===== config.mk =====
export PLATFORM = sky130hd
export DESIGN_NAME = mygo_chan_fifo
export DESIGN_NICKNAME = d
export VERILOG_FILES = /design/src/rtl/mygo_chan_fifo.sv
export SDC_FILE = /design/constraint.sdc
export NUM_CORES = 1
export LEC_CHECK = 0
export CAP_MARGIN = 5
export CORE_MARGIN = 3
export CORE_UTILIZATION = 39
export CTS_BUF_LIST = sky130_fd_sc_hd__clkbuf_2 sky130_fd_sc_hd__clkbuf_4 sky130_fd_sc_hd__clkbuf_8
export DETAILED_ROUTE_END_ITERATION = 10
export GPL_TIMING_DRIVEN = 0
export SLEW_MARGIN = 20
export SYNTH_ARGS = -nofsm -noshare
export SYNTH_HDL_FRONTEND = slang
export SYNTH_SLANG_ARGS = --single-unit
export TNS_END_PERCENT = 5

===== constraint.sdc =====
create_clock -name clk -period 2.26 [get_ports clk]
set_input_delay 0.339 -clock clk [delete_from_list [all_inputs] [get_ports clk]]
set_output_delay 0.339 -clock clk [all_outputs]
set_load 0.02 [all_outputs]

===== src/rtl/mygo_chan_fifo.sv =====
// rtl/mygo_chan_fifo.sv - Go-style buffered channel: FWFT FIFO with close/drain lifecycle
module mygo_chan_fifo #(
    parameter int WIDTH = 32,
    parameter int DEPTH = 4,
    parameter int CW    = $clog2(DEPTH + 1)
) (
    input  logic             clk,
    input  logic             rst,
    input  logic [WIDTH-1:0] in_data,
    input  logic             in_valid,
    output logic             in_ready,
    input  logic             in_close,
    output logic [WIDTH-1:0] out_data,
    output logic             out_valid,
    input  logic             out_ready,
    output logic             out_closed,
    output logic             send_err,
    output logic [CW-1:0]    count
);
    localparam int PW = (DEPTH > 1) ? $clog2(DEPTH) : 1;

    typedef enum logic [1:0] {ST_OPEN, ST_CLOSING, ST_DRAINED} state_e;

    logic [WIDTH-1:0] mem_q [DEPTH];
    logic [PW-1:0]    wr_ptr_q, wr_ptr_d;
    logic [PW-1:0]    rd_ptr_q, rd_ptr_d;
    logic [CW-1:0]    count_q, count_d;
    state_e           state_q, state_d;
    logic             send_err_q, send_err_d;
    logic             wr_fire, rd_fire;

    assign in_ready   = (count_q < CW'(DEPTH)) && (state_q == ST_OPEN);
    assign out_valid  = (count_q != '0);
    assign out_data   = mem_q[rd_ptr_q];
    assign out_closed = (state_q == ST_DRAINED);
    assign send_err   = send_err_q;
    assign count      = count_q;

    assign wr_fire = in_valid && in_ready;
    assign rd_fire = out_valid && out_ready;

    always_comb begin
        wr_ptr_d   = wr_ptr_q;
        rd_ptr_d   = rd_ptr_q;
        count_d    = count_q;
        state_d    = state_q;
        send_err_d = send_err_q | (in_valid && (state_q != ST_OPEN));
        if (wr_fire) begin
            wr_ptr_d = (wr_ptr_q == PW'(DEPTH - 1)) ? '0 : wr_ptr_q + PW'(1);
        end
        if (rd_fire) begin
            rd_ptr_d = (rd_ptr_q == PW'(DEPTH - 1)) ? '0 : rd_ptr_q + PW'(1);
        end
        if (wr_fire && !rd_fire) begin
            count_d = count_q + CW'(1);
        end else if (rd_fire && !wr_fire) begin
            count_d = count_q - CW'(1);
        end
        // Drain decision looks at post-edge occupancy so a same-cycle last read closes at once
        case (state_q)
            ST_OPEN:    if (in_close) state_d = (count_d == '0) ? ST_DRAINED : ST_CLOSING;
            ST_CLOSING: if (count_d == '0) state_d = ST_DRAINED;
            default:    state_d = state_q;
        endcase
    end

    always_ff @(posedge clk) begin
        if (rst) begin
            wr_ptr_q   <= '0;
            rd_ptr_q   <= '0;
            count_q    <= '0;
            state_q    <= ST_OPEN;
            send_err_q <= 1'b0;
        end else begin
            wr_ptr_q   <= wr_ptr_d;
            rd_ptr_q   <= rd_ptr_d;
            count_q    <= count_d;
            state_q    <= state_d;
            send_err_q <= send_err_d;
        end
    end

    always_ff @(posedge clk) begin
        if (wr_fire) begin
            mem_q[wr_ptr_q] <= in_data;
        end
    end
endmodule

==> flow_summary.json <==
{
  "slew_viol_final": 0,
  "drv_cap": 0,
  "synth-warning-count": 0,
  "vdd_drop_max_v": 0.0005732,
  "wl_met1_um": 4034,
  "cts-root-buf": "clkbuf_8",
  "diodes": 0,
  "drc_errors": 0,
  "cts_tree": "done",
  "period_share": 0.9690,
  "dr.pass1.iters": 4,
  "finalNonFillerCells": 526,
  "final_nets": 386,
  "clk_pin_slew_ns": 0.08,
  "p_int_mw": 5.491,
  "powerDensity_nw_per_um2": 1137,
  "grt_pass1_vias": 2732,
  "ant_nets": 0,
  "totalWireLength_um": 9456,
  "layout_common_cells": "edfxtp_1 (128), clkdlybuf4s50_1 (42), mux4_2 (32), clkbuf_8 (17), clkdlybuf4s15_1 (17)",
  "synth.distinct_cells": 32,
  "rsz0062_at_grt": "yes",
  "switchingPower_mw": 2.220,
  "die_h_um": 122.1,
  "place_ws_ns": -0.2805,
  "grt_max_degree": 22,
  "ctsHoldBuffers": 0,
  "slew_headroom": 0.6863,
  "drive_gt1_frac": 0.2345,
  "port_buffers": 75,
  "outcome": "complete, no violations",
  "gr-total-overflow": 0,
  "cts_buffer_depth": 2,
  "h-tree-depth": 4,
  "skew_ns": 0.008568,
  "row_count": 41,
  "wl_per_cell_um": 17.98,
  "dr_wl_met2_um": 4673,
  "crit_path_max_fanout": 10,
  "ys_ff_latch": 140,
  "track_usage": 0.1380,
  "wl_met3_um": 599,
  "crit_arrival_ns": 1.85,
  "worst_slack_ns": 0.07010,
  "ios": 76,
  "drtIter0Drc": 203,
  "area_delta_synth_final_pct": 29.06,
  "syn-num-nets": 288,
  "p_sw_frac": 0.2879,
  "vias": 2573,
  "setup.worst_path.class": "flop to output port",
  "n_fill_cell": 1028,
  "cp.required_ns": 1.92,
  "clk_latency_ns": 0.43,
  "holdWs_ns": 0.4513,
  "crit_path_end_kind": "output port",
  "finalSetupTns_ns": 0,
  "viasPerCell": 4.892,
  "startpoint_type": "flop",
  "cpPeakStageDelay_ns": 0.50,
  "dp_hpwl_um": 5988,
  "min_period_ns": 2.190,
  "fmax_mhz": 456.6,
  "grt_pass1_wl_um": 14760,
  "pwr-share-comb": 0.290,
  "start_util": 0.4082,
  "syn-cell-area_um2": 5256,
  "syn_avg_cell_area_um2": 21.63,
  "worstHoldPathType": "flop to flop",
  "pwr-share-clk": 0.274,
  "crit_path_cell_trace": "buf_12 -> mux4_2 -> dlygate4sd2_1",
  "total_power_mw": 7.711,
  "slowest_stage": "mux4_2",
  "dp.cells": 494,
  "yosysSeqAreaShare": 0.7770,
  "place.gp.congestion": 0.7230,
  "power_leakage_nw": 2.242,
  "sequentialPowerShare": 0.437,
  "worst-slew-pin-transition_ns": 0.4706,
  "die_area_um2": 14910,
  "cts_sinks": 140,
  "syn_inst": 243,
  "highest_layer": "met4",
  "die_w_um": 122.1,
  "hold_viol_final": 0,
  "final_common_cell": "edfxtp_1",
  "finalSetupViolCount": 0,
  "core_area_um2": 12880,
  "antenna_found_initial": 0,
  "cts_inserted_buffers": 17
}
[Yosys cell counts, drive strengths merged]
cell type | instances | area share
nor2 | 12 | 0.0086
nand2 | 4 | 0.0029
nand4b | 1 | 0.0017
nor4b | 1 | 0.0045
and2 | 4 | 0.0048
dfxtp | 12 | 0.046
nand2b | 1 | 0.0012
ha | 8 | 0.019
inv | 6 | 0.0043
nand3 | 1 | 0.00095
xor2 | 1 | 0.0017
mux4 | 32 | 0.14
edfxtp | 128 | 0.73
a21bo | 1 | 0.0019
a32oi | 1 | 0.0017
or4 | 1 | 0.0014
a22oi | 1 | 0.0014
o22ai | 1 | 0.0012
nor3 | 2 | 0.0019
o31a | 1 | 0.0017
xnor2 | 1 | 0.0017
clkbuf | 4 | 0.0029
o211ai | 1 | 0.0014
or3 | 1 | 0.0012
nor2b | 1 | 0.0012
a21oi | 6 | 0.0057
buf | 5 | 0.0045
a311oi | 1 | 0.0017
a211oi | 1 | 0.0014
o21ai | 3 | 0.0036
[sequential cells by signal, indices dropped and copies added (netlist names), named ones only]
name,cells
mem_q,128
count,3
rd_ptr_q,2
state_q,2
wr_ptr_q,2
send_err,1
[per-stage QoR]
| step | utilization | cell area [um2] |
|---|---|---|
| 4_1_cts | 0.5221 | 6723 |
| 2_1_floorplan | - | 5256 |
| 5_1_grt | 0.5269 | 6784 |
| 3_3_place_gp | 0.4832 | 6222 |
| 3_5_place_dp | 0.4910 | 6322 |
| 6_report | 0.5269 | 6784 |
[per-layer routing]
layer | up-vias | track usage
met1 | 1295 | 0.1740
li1 | 1197 | -
met2 | 71 | 0.2124
met3 | 10 | 0.05292
met4 | 0 | 0.06298
met5 | - | 0
[cell families (layout without fill, tap and decap cells)]
family / Yosys count / count (layout) / share of synthesized area
compound gates: 17 / 17 / 0.02167
xor+xnor: 2 / 2 / 0.003333
fa+ha+maj: 8 / 8 / 0.01904
buf+inv: 15 / 126 / 0.01166
flops: 140 / 140 / 0.7770
mux: 32 / 32 / 0.1371
simple gates: 29 / 29 / 0.03023
[power by group through the flow]
stage          Sequential (mW)  Clock, mW  Combinational (mW)
2_1_floorplan             3.41          0                1.35
3_3_place_gp              3.41          0                2.30
3_5_place_dp              3.41          0                2.38
4_1_cts                   3.37       2.18                2.21
5_1_grt                   3.40       2.30                2.41
6_report                  3.37       2.11                2.23
[critical path, delay by kind of cell (launching register included)]
family	cells	cell delay [ns]
flip-flops	1	0.41
multiplexers	1	0.50
buffers and inverters	2	0.50
[layout make-up]
type / instances / area [um2] / area share
clock inverters: 13 / 172.7 / 0.02545
multi-input cells: 88 / 1116 / 0.1645
well taps: 172 / 215.2 / 0.03172
clock buffers: 19 / 249.0 / 0.03670
repair buffers: 80 / 829.5 / 0.1223
inverters: 6 / 22.52 / 0.003320
plain buffers: 8 / 91.34 / 0.01346
flip-flops and latches: 140 / 4088 / 0.6025
[path summary, 6_finish.rpt]
kind,start,endpoint,slack [ns],cells after the start
max,flop,out_data[15],0.07,3
min,send_err,send_err,0.45,2
max reg2reg,state_q[0],mem_q[1][6],0.16,4
min reg2reg,send_err,send_err,0.45,2
[what timing repair did]
| action | 4_1_cts | 5_1_grt |
|---|---|---|
| cloned | 0 | 0 |
| gates resized for setup | 43 | 34 |
| setup buffers | 0 | 1 |
| setup endpoints to repair | 33 | 30 |
Note: power is estimated with default switching activity, not from simulation.
